==> config.mk <==
export PLATFORM = sky130hd
export DESIGN_NAME = fp_align_add_flat
export DESIGN_NICKNAME = d
export VERILOG_FILES = /design/src/rtl/fp_align_add_if.sv /design/src/rtl/fp_align_add.sv /design/src/flat_wrapper.sv
export SDC_FILE = /design/constraint.sdc
export NUM_CORES = 1
export LEC_CHECK = 0
export ABC_AREA = 1
export BUFFER_PORTS_ARGS = -buffer_cell sky130_fd_sc_hd__buf_2
export CORE_UTILIZATION = 50
export DETAILED_ROUTE_END_ITERATION = 8
export PLACE_DENSITY = 0.78
export SLEW_MARGIN = 20
export SYNTH_ARGS = -nofsm -noshare
export SYNTH_HDL_FRONTEND = slang
export SYNTH_SLANG_ARGS = --single-unit
==> constraint.sdc <==
create_clock -name clk -period 4.9 [get_ports clk]
set_clock_uncertainty 0.05 [all_clocks]
set_input_delay 1.47 -clock clk [delete_from_list [all_inputs] [get_ports clk]]
set_output_delay 1.47 -clock clk [all_outputs]
set_load 0.1 [all_outputs]
==> src/rtl/fp_align_add_if.sv <==
// Operand/result handshake bundle for the FP exponent-compare / align / add stage.
// Port names follow the downstream normalise stage's existing naming.
interface fp_align_add_if #(
  parameter int unsigned EW = 4,
  parameter int unsigned MW = 7
);
  logic          in_valid;
  logic          in_ready;
  logic [EW-1:0] Xe;
  logic [EW-1:0] Ye;
  logic [MW-1:0] Xm;
  logic [MW-1:0] Ym;
  logic          out_valid;
  logic          out_ready;
  logic          XeLTYe;
  logic [EW-1:0] Xe_o;
  logic [EW-1:0] Ye_o;
  logic [MW+1:0] sum;
  logic          sticky;

  modport master (
    output in_valid, Xe, Ye, Xm, Ym, out_ready,
    input  in_ready, out_valid, XeLTYe, Xe_o, Ye_o, sum, sticky
  );

  modport slave (
    input  in_valid, Xe, Ye, Xm, Ym, out_ready,
    output in_ready, out_valid, XeLTYe, Xe_o, Ye_o, sum, sticky
  );
endinterface

==> src/rtl/fp_align_add.sv <==
// Sequential exponent-compare / significand-align (1 bit per cycle) / magnitude-add stage.
// Optional FP_ALIGN_STICKY_EN: build the sticky register; otherwise sticky is tied low.
module fp_align_add #(
  parameter int unsigned EW = 4,
  parameter int unsigned MW = 7
) (
  input  logic           clk,
  input  logic           rst_n,
  fp_align_add_if.slave  bus
);
  localparam int unsigned SW   = MW + 1;
  localparam int unsigned SUMW = MW + 2;
  localparam int unsigned CW   = $clog2(MW + 2);

  typedef enum logic [1:0] {IDLE, ALIGN, ADD, DONE} state_e;

  state_e          state_q, state_d;
  logic [CW-1:0]   cnt_q,   cnt_d;
  logic [SW-1:0]   l_q,     l_d;
  logic [SW-1:0]   s_q,     s_d;
  logic [EW-1:0]   xe_q,    xe_d;
  logic [EW-1:0]   ye_q,    ye_d;
  logic            lt_q,    lt_d;
  logic [SUMW-1:0] sum_q,   sum_d;
`ifdef FP_ALIGN_STICKY_EN
  logic            stk_q,   stk_d;
`endif

  logic            lt_c;
  logic [EW-1:0]   diff_c;
  logic [CW-1:0]   shamt_c;

  // Next-state and datapath updates
  always_comb begin
    state_d = state_q;
    cnt_d   = cnt_q;
    l_d     = l_q;
    s_d     = s_q;
    xe_d    = xe_q;
    ye_d    = ye_q;
    lt_d    = lt_q;
    sum_d   = sum_q;
`ifdef FP_ALIGN_STICKY_EN
    stk_d   = stk_q;
`endif

    lt_c   = bus.Xe < bus.Ye;
    diff_c = lt_c ? (bus.Ye - bus.Xe) : (bus.Xe - bus.Ye);
    // Shifting by more than the significand width just empties it, so cap the count
    if (32'(diff_c) > SW) shamt_c = CW'(SW);
    else                  shamt_c = CW'(diff_c);

    unique case (state_q)
      IDLE: begin
        if (bus.in_valid) begin
          xe_d  = bus.Xe;
          ye_d  = bus.Ye;
          lt_d  = lt_c;
          l_d   = {1'b1, (lt_c ? bus.Ym : bus.Xm)};
          s_d   = {1'b1, (lt_c ? bus.Xm : bus.Ym)};
          cnt_d = shamt_c;
`ifdef FP_ALIGN_STICKY_EN
          stk_d = 1'b0;
`endif
          state_d = (shamt_c != '0) ? ALIGN : ADD;
        end
      end
      ALIGN: begin
        s_d   = s_q >> 1;
        cnt_d = cnt_q - CW'(1);
`ifdef FP_ALIGN_STICKY_EN
        stk_d = stk_q | s_q[0];
`endif
        if (cnt_q == CW'(1)) state_d = ADD;
      end
      ADD: begin
        sum_d   = SUMW'(l_q) + SUMW'(s_q);
        state_d = DONE;
      end
      DONE: begin
        if (bus.out_ready) state_d = IDLE;
      end
      default: state_d = IDLE;
    endcase
  end

  always_ff @(posedge clk or negedge rst_n) begin
    if (!rst_n) begin
      state_q <= IDLE;
      cnt_q   <= '0;
      l_q     <= '0;
      s_q     <= '0;
      xe_q    <= '0;
      ye_q    <= '0;
      lt_q    <= 1'b0;
      sum_q   <= '0;
`ifdef FP_ALIGN_STICKY_EN
      stk_q   <= 1'b0;
`endif
    end else begin
      state_q <= state_d;
      cnt_q   <= cnt_d;
      l_q     <= l_d;
      s_q     <= s_d;
      xe_q    <= xe_d;
      ye_q    <= ye_d;
      lt_q    <= lt_d;
      sum_q   <= sum_d;
`ifdef FP_ALIGN_STICKY_EN
      stk_q   <= stk_d;
`endif
    end
  end

  assign bus.in_ready  = (state_q == IDLE);
  assign bus.out_valid = (state_q == DONE);
  assign bus.XeLTYe    = lt_q;
  assign bus.Xe_o      = xe_q;
  assign bus.Ye_o      = ye_q;
  assign bus.sum       = sum_q;
`ifdef FP_ALIGN_STICKY_EN
  assign bus.sticky    = stk_q;
`else
  assign bus.sticky    = 1'b0;
`endif
endmodule
==> src/flat_wrapper.sv <==
// flat-port wrapper written by rule: the top's interface ports become plain ports
module fp_align_add_flat 
#(
  parameter int unsigned EW = 4,
  parameter int unsigned MW = 7
)
  (clk, rst_n, bus_in_valid, bus_Xe, bus_Ye, bus_Xm, bus_Ym, bus_out_ready, bus_in_ready, bus_out_valid, bus_XeLTYe, bus_Xe_o, bus_Ye_o, bus_sum, bus_sticky);
  fp_align_add_if #(.EW(EW), .MW(MW)) bus_i ();
  input  logic clk;
  input  logic rst_n;
  input wire logic [$bits(bus_i.in_valid)-1:0] bus_in_valid;
  input wire logic [$bits(bus_i.Xe)-1:0] bus_Xe;
  input wire logic [$bits(bus_i.Ye)-1:0] bus_Ye;
  input wire logic [$bits(bus_i.Xm)-1:0] bus_Xm;
  input wire logic [$bits(bus_i.Ym)-1:0] bus_Ym;
  input wire logic [$bits(bus_i.out_ready)-1:0] bus_out_ready;
  output wire logic [$bits(bus_i.in_ready)-1:0] bus_in_ready;
  output wire logic [$bits(bus_i.out_valid)-1:0] bus_out_valid;
  output wire logic [$bits(bus_i.XeLTYe)-1:0] bus_XeLTYe;
  output wire logic [$bits(bus_i.Xe_o)-1:0] bus_Xe_o;
  output wire logic [$bits(bus_i.Ye_o)-1:0] bus_Ye_o;
  output wire logic [$bits(bus_i.sum)-1:0] bus_sum;
  output wire logic [$bits(bus_i.sticky)-1:0] bus_sticky;
  assign bus_i.in_valid = bus_in_valid;
  assign bus_i.Xe = bus_Xe;
  assign bus_i.Ye = bus_Ye;
  assign bus_i.Xm = bus_Xm;
  assign bus_i.Ym = bus_Ym;
  assign bus_i.out_ready = bus_out_ready;
  assign bus_in_ready = bus_i.in_ready;
  assign bus_out_valid = bus_i.out_valid;
  assign bus_XeLTYe = bus_i.XeLTYe;
  assign bus_Xe_o = bus_i.Xe_o;
  assign bus_Ye_o = bus_i.Ye_o;
  assign bus_sum = bus_i.sum;
  assign bus_sticky = bus_i.sticky;
  fp_align_add #(.EW(EW), .MW(MW)) u_core (.clk(clk), .rst_n(rst_n), .bus(bus_i));
endmodule
=== After elaboration in Yosys (flattened, before gate mapping) ===
Index checks and enable logic that the tools add are counted.

* Register bits after elaboration: 40
* Bits of input ports: 26
* Output and inout port bits: 21
* Logic and storage cells: 40

* Add/subtract/negate cells: 4
* $lt $le $gt $ge: 2
* Equal/unequal tests: 7
* Multiplexer cells: 13
* Reductions and logical operators: 6

{| class="wikitable"
|+ Operator list
! cell !! number
|-
| 8-bit one-hot mux with 2 select lines || 1
|-
| 7-bit 2-to-1 mux || 2
|-
| 4-bit 2-to-1 mux || 3
|-
| 8-bit by 8-bit adder with 9-bit output || 1
|-
| 2-bit 2-to-1 mux || 4
|-
| 8-bit 2-to-1 mux || 1
|-
| 2-bit one-hot mux with 4 select lines || 1
|-
| 4-bit one-hot mux with 2 select lines || 1
|-
| 4-bit subtractor || 2
|-
| 2-bit equality test (second input constant) || 2
|-
| 4-bit by 1-bit equality test with 1-bit output (second input constant) || 1
|-
| 4-bit greater-than comparator (second input constant) || 1
|-
| 4-bit < comparator || 1
|-
| 2-bit inequality test (second input constant) || 2
|-
| 2-bit AND reduction || 2
|-
| 4-bit nonzero test || 1
|-
| 4-bit by 1-bit subtractor with 4-bit output (second input constant) || 1
|-
| 3-bit AND reduction || 1
|-
| 2-bit by 1-bit equality test with 1-bit output (second input constant) || 1
|-
| 2-bit logical NOT || 1
|-
| 2-bit by 1-bit inequality test with 1-bit output (second input constant) || 1
|-
| 2-bit nonzero test || 1
|}

=== Logic depth before layout (Yosys ltp) ===
Gate-level depths: netlist (run 1).

* Word-level depth: 8
* Depth in mapped cells: 13

=== Least setup slack after synthesis (run 1) ===
OpenSTA, ideal clock, no wires.

* Path type: input to register
* From: in bus_Xe[0]
* To: reg u_core.s_q[0]
* Library setup time: 0.127 ns
* Arrival: 2.814 ns
* Required time: 4.723 ns
* Setup slack: 1.909 ns
* Cell stages on the path: 10
* Buffers on the path: 1
* Path through: inv_1 ha_1 inv_1 fa_1 nand3_2 nand3_2 buf_6 or2_2 o211ai_1 a21oi_1

* Word-level cells in the longest chain between the ends: 4

{| class="wikitable"
|+ RTL lines
! what !! RTL line !! text
|-
| from (decl) || flat_wrapper.sv:12 || <nowiki>input wire logic [$bits(bus_i.Xe)-1:0] bus_Xe;</nowiki>
|-
| 4-bit < comparator || fp_align_add.sv:47 || <nowiki>lt_c = bus.Xe < bus.Ye;</nowiki>
|-
| 7-bit 2-to-1 mux || fp_align_add.sv:60 || <nowiki>s_d = {1'b1, (lt_c ? bus.Xm : bus.Ym)};</nowiki>
|-
| 8-bit 2-to-1 mux || fp_align_add.sv:55 || <nowiki>if (bus.in_valid) begin</nowiki>
|-
| 8-bit one-hot mux with 2 select lines || fp_align_add.sv:53 || <nowiki>unique case (state_q)</nowiki>
|-
| to (signal assigned) || fp_align_add.sv:92 || <nowiki>s_q <= '0;</nowiki>
|-
| to (signal assigned) || fp_align_add.sv:104 || <nowiki>s_q <= s_d;</nowiki>
|-
| to (decl) || fp_align_add.sv:20 || <nowiki>logic [SW-1:0] s_q, s_d;</nowiki>
|}

Every way passes these cells. The select of a mux whose other input is x is not followed.
A chain may end at the register's enable or synchronous reset.

=== Final worst setup path (run 1) ===
* From: in bus_Xe[0]
* To: reg u_core.cnt_q[1]

* Word-level cells in the longest chain between the ends: 6
* Elaborated cells on any way between the ends: 8
* Those cells by class: add/sub (2); order compare (2); mux (4)

{| class="wikitable"
|+ RTL lines
! what !! RTL line !! text
|-
| 4-bit subtractor / 4-bit < comparator (equally long branches) || fp_align_add.sv:48, fp_align_add.sv:47 ||
|-
| 4-bit 2-to-1 mux (*) || fp_align_add.sv:48 || <nowiki>diff_c = lt_c ? (bus.Ye - bus.Xe) : (bus.Xe - bus.Ye);</nowiki>
|-
| 4-bit greater-than comparator || fp_align_add.sv:50 || <nowiki>if (32'(diff_c) > SW) shamt_c = CW'(SW);</nowiki>
|-
| 4-bit 2-to-1 mux (*) || fp_align_add.sv:50 ||
|-
| 4-bit 2-to-1 mux (*) || fp_align_add.sv:55 ||
|-
| 4-bit one-hot mux with 2 select lines (*) || fp_align_add.sv:53 ||
|-
| to (signal assigned) || fp_align_add.sv:102 || <nowiki>cnt_q <= cnt_d;</nowiki>
|-
| to (decl) || fp_align_add.sv:18 || <nowiki>logic [CW-1:0] cnt_q, cnt_d;</nowiki>
|}

Every way passes the cells marked *; elsewhere a longest branch is shown, timed or not. The select of a mux whose other input is x is not followed.

==> results of run 1 <==
Yosys cell counts (all sizes together) (2+ instances only):
master	number	area [um^2]
or2	9	56.3
fa	3	60.1
a21oi	32	175
ha	21	263
nand4	2	12.5
o21ai	29	149
a31oi	3	18.8
buf	8	55.1
clkbuf	4	15.0
nand3	15	90.1
o22ai	3	18.8
xnor2	4	35.0
nand2	63	252
nor2	26	105
o211ai	7	52.6
dfrtp	40	1000
inv	41	154
stage by stage:
step	setup slack, ns	cells	hold WS [ns]	utilization (%)	instance area [um^2]
2_1_floorplan	1.91	316	0.394	-	2550
3_3_place_gp	1.34	416	0.402	57.9	2790
3_5_place_dp	1.20	416	0.403	57.9	2790
4_1_cts	1.51	424	0.422	60.5	2910
5_1_grt	1.29	424	0.443	60.5	2910
6_report	1.51	424	0.425	60.5	2910
critical path, cell delays in order:
cell and delay [ns]:
buf_2 0.11, inv_1 0.07, ha_1 0.14, inv_1 0.06
fa_1 0.41, nand3_2 0.11, nand3_2 0.28, inv_1 0.42
nand2_1 0.12, nand2_2 0.12, nor2_4 0.05, nand2_1 0.08
a21oi_1 0.06
state kept, by name, summed over array words and instances, names as in the netlist:
signal             cells
u_core.bus.Ye_o        4
u_core.bus.XeLTYe      1
u_core.state_q         2
u_core.bus.Xe_o        4
u_core.l_q             8
u_core.bus.sum         9
u_core.cnt_q           4
u_core.s_q             8
routing by layer:
metal / vias to the layer above / track usage [%]
li1: 1105 / -
met3: 14 / 3.43
met2: 55 / 39.4
met1: 981 / 26.2
met4: 0 / 11.3
met5: - / 0
layout make-up:
cell class	count	area, um^2	share of cell area (%)
clock buffers	7	96.3	3.31
clock inverters	1	30.0	1.03
inverters	42	158	5.41
multi-input cells	222	1320	45.3
flip-flops and latches	40	1000	34.3
well taps	67	83.8	2.88
repair buffers	45	225	7.73
layout by cell type, fill, tap and decap left out, drive strengths merged:
cell	instances
dfrtp	40
bufinv	1
a31oi	3
clkinv	1
o211ai	7
a21oi	32
a22oi	1
inv	41
a21o	1
ha	21
nand2	63
xnor2	4
and2	1
nand3	15
fa	3
conb	1
buf	45
clkbuf	7
nand4	2
or2	9
nor2	26
o21ai	29
a211oi	1
o22ai	3
final timing paths:
kind / slack (ns) / start / to
worst min register to register: 0.42 / u_core.bus.sum[2] / u_core.bus.sum[2]
max in group asynchronous: 2.99 / rst_n / u_core.l_q[2]
min in group asynchronous: 1.25 / rst_n / u_core.bus.sum[3]
worst max register to register: 2.47 / u_core.state_q[0] / u_core.cnt_q[3]
worst min-delay path: 0.42 / u_core.bus.sum[2] / u_core.bus.sum[2]
worst max-delay path: 1.51 / bus_Xe[0] / u_core.cnt_q[1]
kinds of logic after synthesis:
family                     synth area share, %
AOI/OAI and AO/OA                         17.1
xor gates and xnor gates                  1.37
adders and majority gates                 12.7
buffers and inverters                     8.93
DFF                                       39.3
other                                    0.147
and+or+nand+nor                           20.5
==> metrics, run 1 <==
status=finished clean; highest routed layer=met4; maximum buffer depth of the clock tree=2; largest net degree at the start of global routing=41; port bufs=45; initial antenna violation count=0; DR iter-0 viols=around 100; CTS Root Cell=clkbuf_8; Die Area=5390 um^2; Routed WL per cell=13.1 um; synth unique cells=32; clock sink total=40; YS warnings=0; CTS Buf Count=5; most used flip-flop cell after synthesis=dfrtp_1; Post-Syn Area=2550 um^2; initial core utilization=52.9%; WS Path Type=in -> reg; FF+latch count, synth=40; final net count=406; Setup Fix Bufs, Post-CTS=0; fmax=0.295 GHz; total gr overflow=0; slew at the pin closest to its max-slew limit=0.906 ns; dpl hpwl=4140 um; IO Pins=47; GPL Wtd Cong=0.919; CP Capture Type=flip-flop; RSZ-0062 raised after global routing=false; slew margin rel.=39.6%; number of flops mapped to enable cells by yosys=0; global-route wire length before repair=~8900 um; async set-or-reset flop fraction in the synthesized netlist=100%; critical path data arrival time=3.53 ns; worst skew pair latency=~0.30 ns; final setup fails=0; Die Ht=73.4 um; setup TNS=0 ns; met2 WL=2780 um; synthesis-to-finish area growth=14.3%; CTS tree=yes; met3 wire length=227 um; post-DR vias/cell=5.08; Hold Path Class=reg -> reg; Avg Cell Area, Syn=8.07 um^2; DRT antenna net count=0; Tmin final=3.39 ns; Total Wirelength=5570 um; fillers=440; Reg2Reg Depth=8; CTS H-Tree Depth=2; Seq/Total Area, Yosys=39.3%; number of global-route vias before repair=2017; Worst EP required=5.04 ns; fin crit share=between 60% and 70%; MaxCap Viol Count=0; Hold Path Depth=2; layout cells sized above 1=a little over a fifth; DRC=0; # diodes=0; post-synth net total=366; via count=2155; core area=4820 um^2; Total Routing Usage GR=22.3%; post-CTS sizing=0; Routed met1 length=2390 um; worst-path maximum fanout=21; final hold violation count=0; Clock transition at path regs=0.08 ns; die extent in x=73.4 um; Core Rows=25; hold_buf cts=0; fin. max-slew vios=0; TritonRoute pass-1 iters=5; Startpoint Class=primary input; Syn Inst Count=316
Power of run 1 is left out: the tool's default activity adds up to more than one toggle a clock period on the data nets, which glitch-free logic cannot reach.
==> run 2: changes to the inputs <==
PLACE_DENSITY = 0.81   (was 0.78)
clock period = 2.9 ns   (was 4.9 ns; I/O delays follow)
==> metrics, run 2 (synthesis results as in run 1) <==
DRT antenna net count=0; port bufs=45; CTS H-Tree Depth=2; Total Wirelength=5430 um; via count=2184; number of global-route vias before repair=about 2200; Setup Fix Bufs, Post-CTS=0; synthesis-to-finish area growth=13.9%; Crit Reg-Reg Endpoint=u_core.cnt_q[2]; Reg2Reg Depth=6; final worst slack=approximately 0.38 ns; DRC=0; initial antenna violation count=0; global-route wire length before repair=roughly 9300 um; most common cell after layout, fill and taps aside=nand2_1; worst skew pair latency=around 0.3 ns; core area=slightly below 5000 um^2; layout cells sized above 1=21.9%; Worst EP required=approximately 3.1 ns; worst-path maximum fanout=21; maximum buffer depth of the clock tree=2; pre-CTS WS=0.0813 ns; met3 wire length=between 150 and 200 um; GPL Wtd Cong=0.844; fin. max-slew vios=0; # diodes=0; hold_buf cts=0; worst setup path end=u_core.s_q[2]; clock sink total=40; Largest register FFs=9; final net count=409; Routed WL per cell=12.7 um; fin crit share=86.9%; post-DR vias/cell=5.11; RSZ-0062 raised after global routing=false; Routed met1 length=2320 um; status=finished clean; CTS Root Cell=clkbuf_8; highest routed layer=met4; Die Ht=about 73 um; CTS tree=yes; CP Capture Type=flip-flop; MaxCap Viol Count=0; final hold violation count=0; Core Rows=25; post-CTS sizing=0; fillers=about 460; die extent in x=73.4 um; total gr overflow=0; TritonRoute pass-1 iters=5; slew at the pin closest to its max-slew limit=0.909 ns; critical path data arrival time=2.69 ns; fmax=0.397 GHz; largest net degree at the start of global routing=41; Hold Path Depth=2; Startpoint Class=primary input; FF-to-FF setup slack=slightly above 0.8 ns; WS Path Type=in -> reg; setup TNS=0 ns; most frequent cells in the layout=nand2_1 (57), buf_2 (45), inv_1 (40), dfrtp_1 (40), a21oi_1 (30); reg2reg start=u_core.state_q[1]; Fin Hold WS=0.418 ns; IO Pins=47; Hold Path Class=reg -> reg; final setup fails=0; slew margin rel.=39.4%; initial core utilization=approximately 53%; met2 WL=2850 um; Crit. Startpoint=bus_Xe[0]; Tmin final=2.52 ns; dpl hpwl=4060 um; Total Routing Usage GR=22.6%; DR iter-0 viols=101; Clock transition at path regs=0.08 ns; Die Area=5390 um^2; CTS Buf Count=5
## run 2: cell types whose count changed in the layout (fill, tap and decap cells not counted)
cell / delta
buf_4: +3
clkinv_2: +2
bufinv_16: -1
clkbuf_8: -1
## run 2: worst max-delay path: stages
cell and delay [ns]:
buf_2 0.11, inv_1 0.06, ha_1 0.14, inv_1 0.06
fa_1 0.42, nand3_2 0.11, nand3_2 0.29, inv_1 0.16
buf_4 0.20, o211ai_1 0.10, a21oi_1 0.15
## run 2: metrics by stage
step	util, %	instance area (um^2)	instances
CTS	60.3	2900	427
finish	60.3	2900	427
floorplan	-	2550	316
global placement	58.3	2810	419
detailed placement	58.3	2810	419
global route	60.3	2900	427
## run 2: final cells by class
type / instances / area (um^2) / area share [%]
multi-input cells: 222 / 1320 / 45.5
flip-flops and latches: 40 / 1000 / 34.5
repair buffers: 48 / 248 / 8.53
inverters: 42 / 158 / 5.43
well taps: 67 / 83.8 / 2.89
clock buffers: 6 / 82.6 / 2.84
clock inverters: 2 / 10.0 / 0.345
## run 2: worst min path at each step
stage                                  from           endpoint  slack (ns)
after floorplan               u_core.l_q[7]      u_core.l_q[7]        0.39
after global placement    u_core.bus.sum[0]  u_core.bus.sum[0]        0.40
after detailed placement  u_core.bus.sum[0]  u_core.bus.sum[0]        0.41
after CTS                 u_core.bus.sum[0]  u_core.bus.sum[0]        0.43
after global routing          u_core.l_q[7]      u_core.l_q[7]        0.44
final                     u_core.bus.sum[0]  u_core.bus.sum[0]        0.42
## run 2: metal layers
layer  up-vias  global-route usage (%)
met5         -                       0
met4         0                    7.91
met3         9                    3.70
met2        35                    41.8
met1      1026                    26.3
li1       1114                       -
Power of run 2 is left out for the same reason.
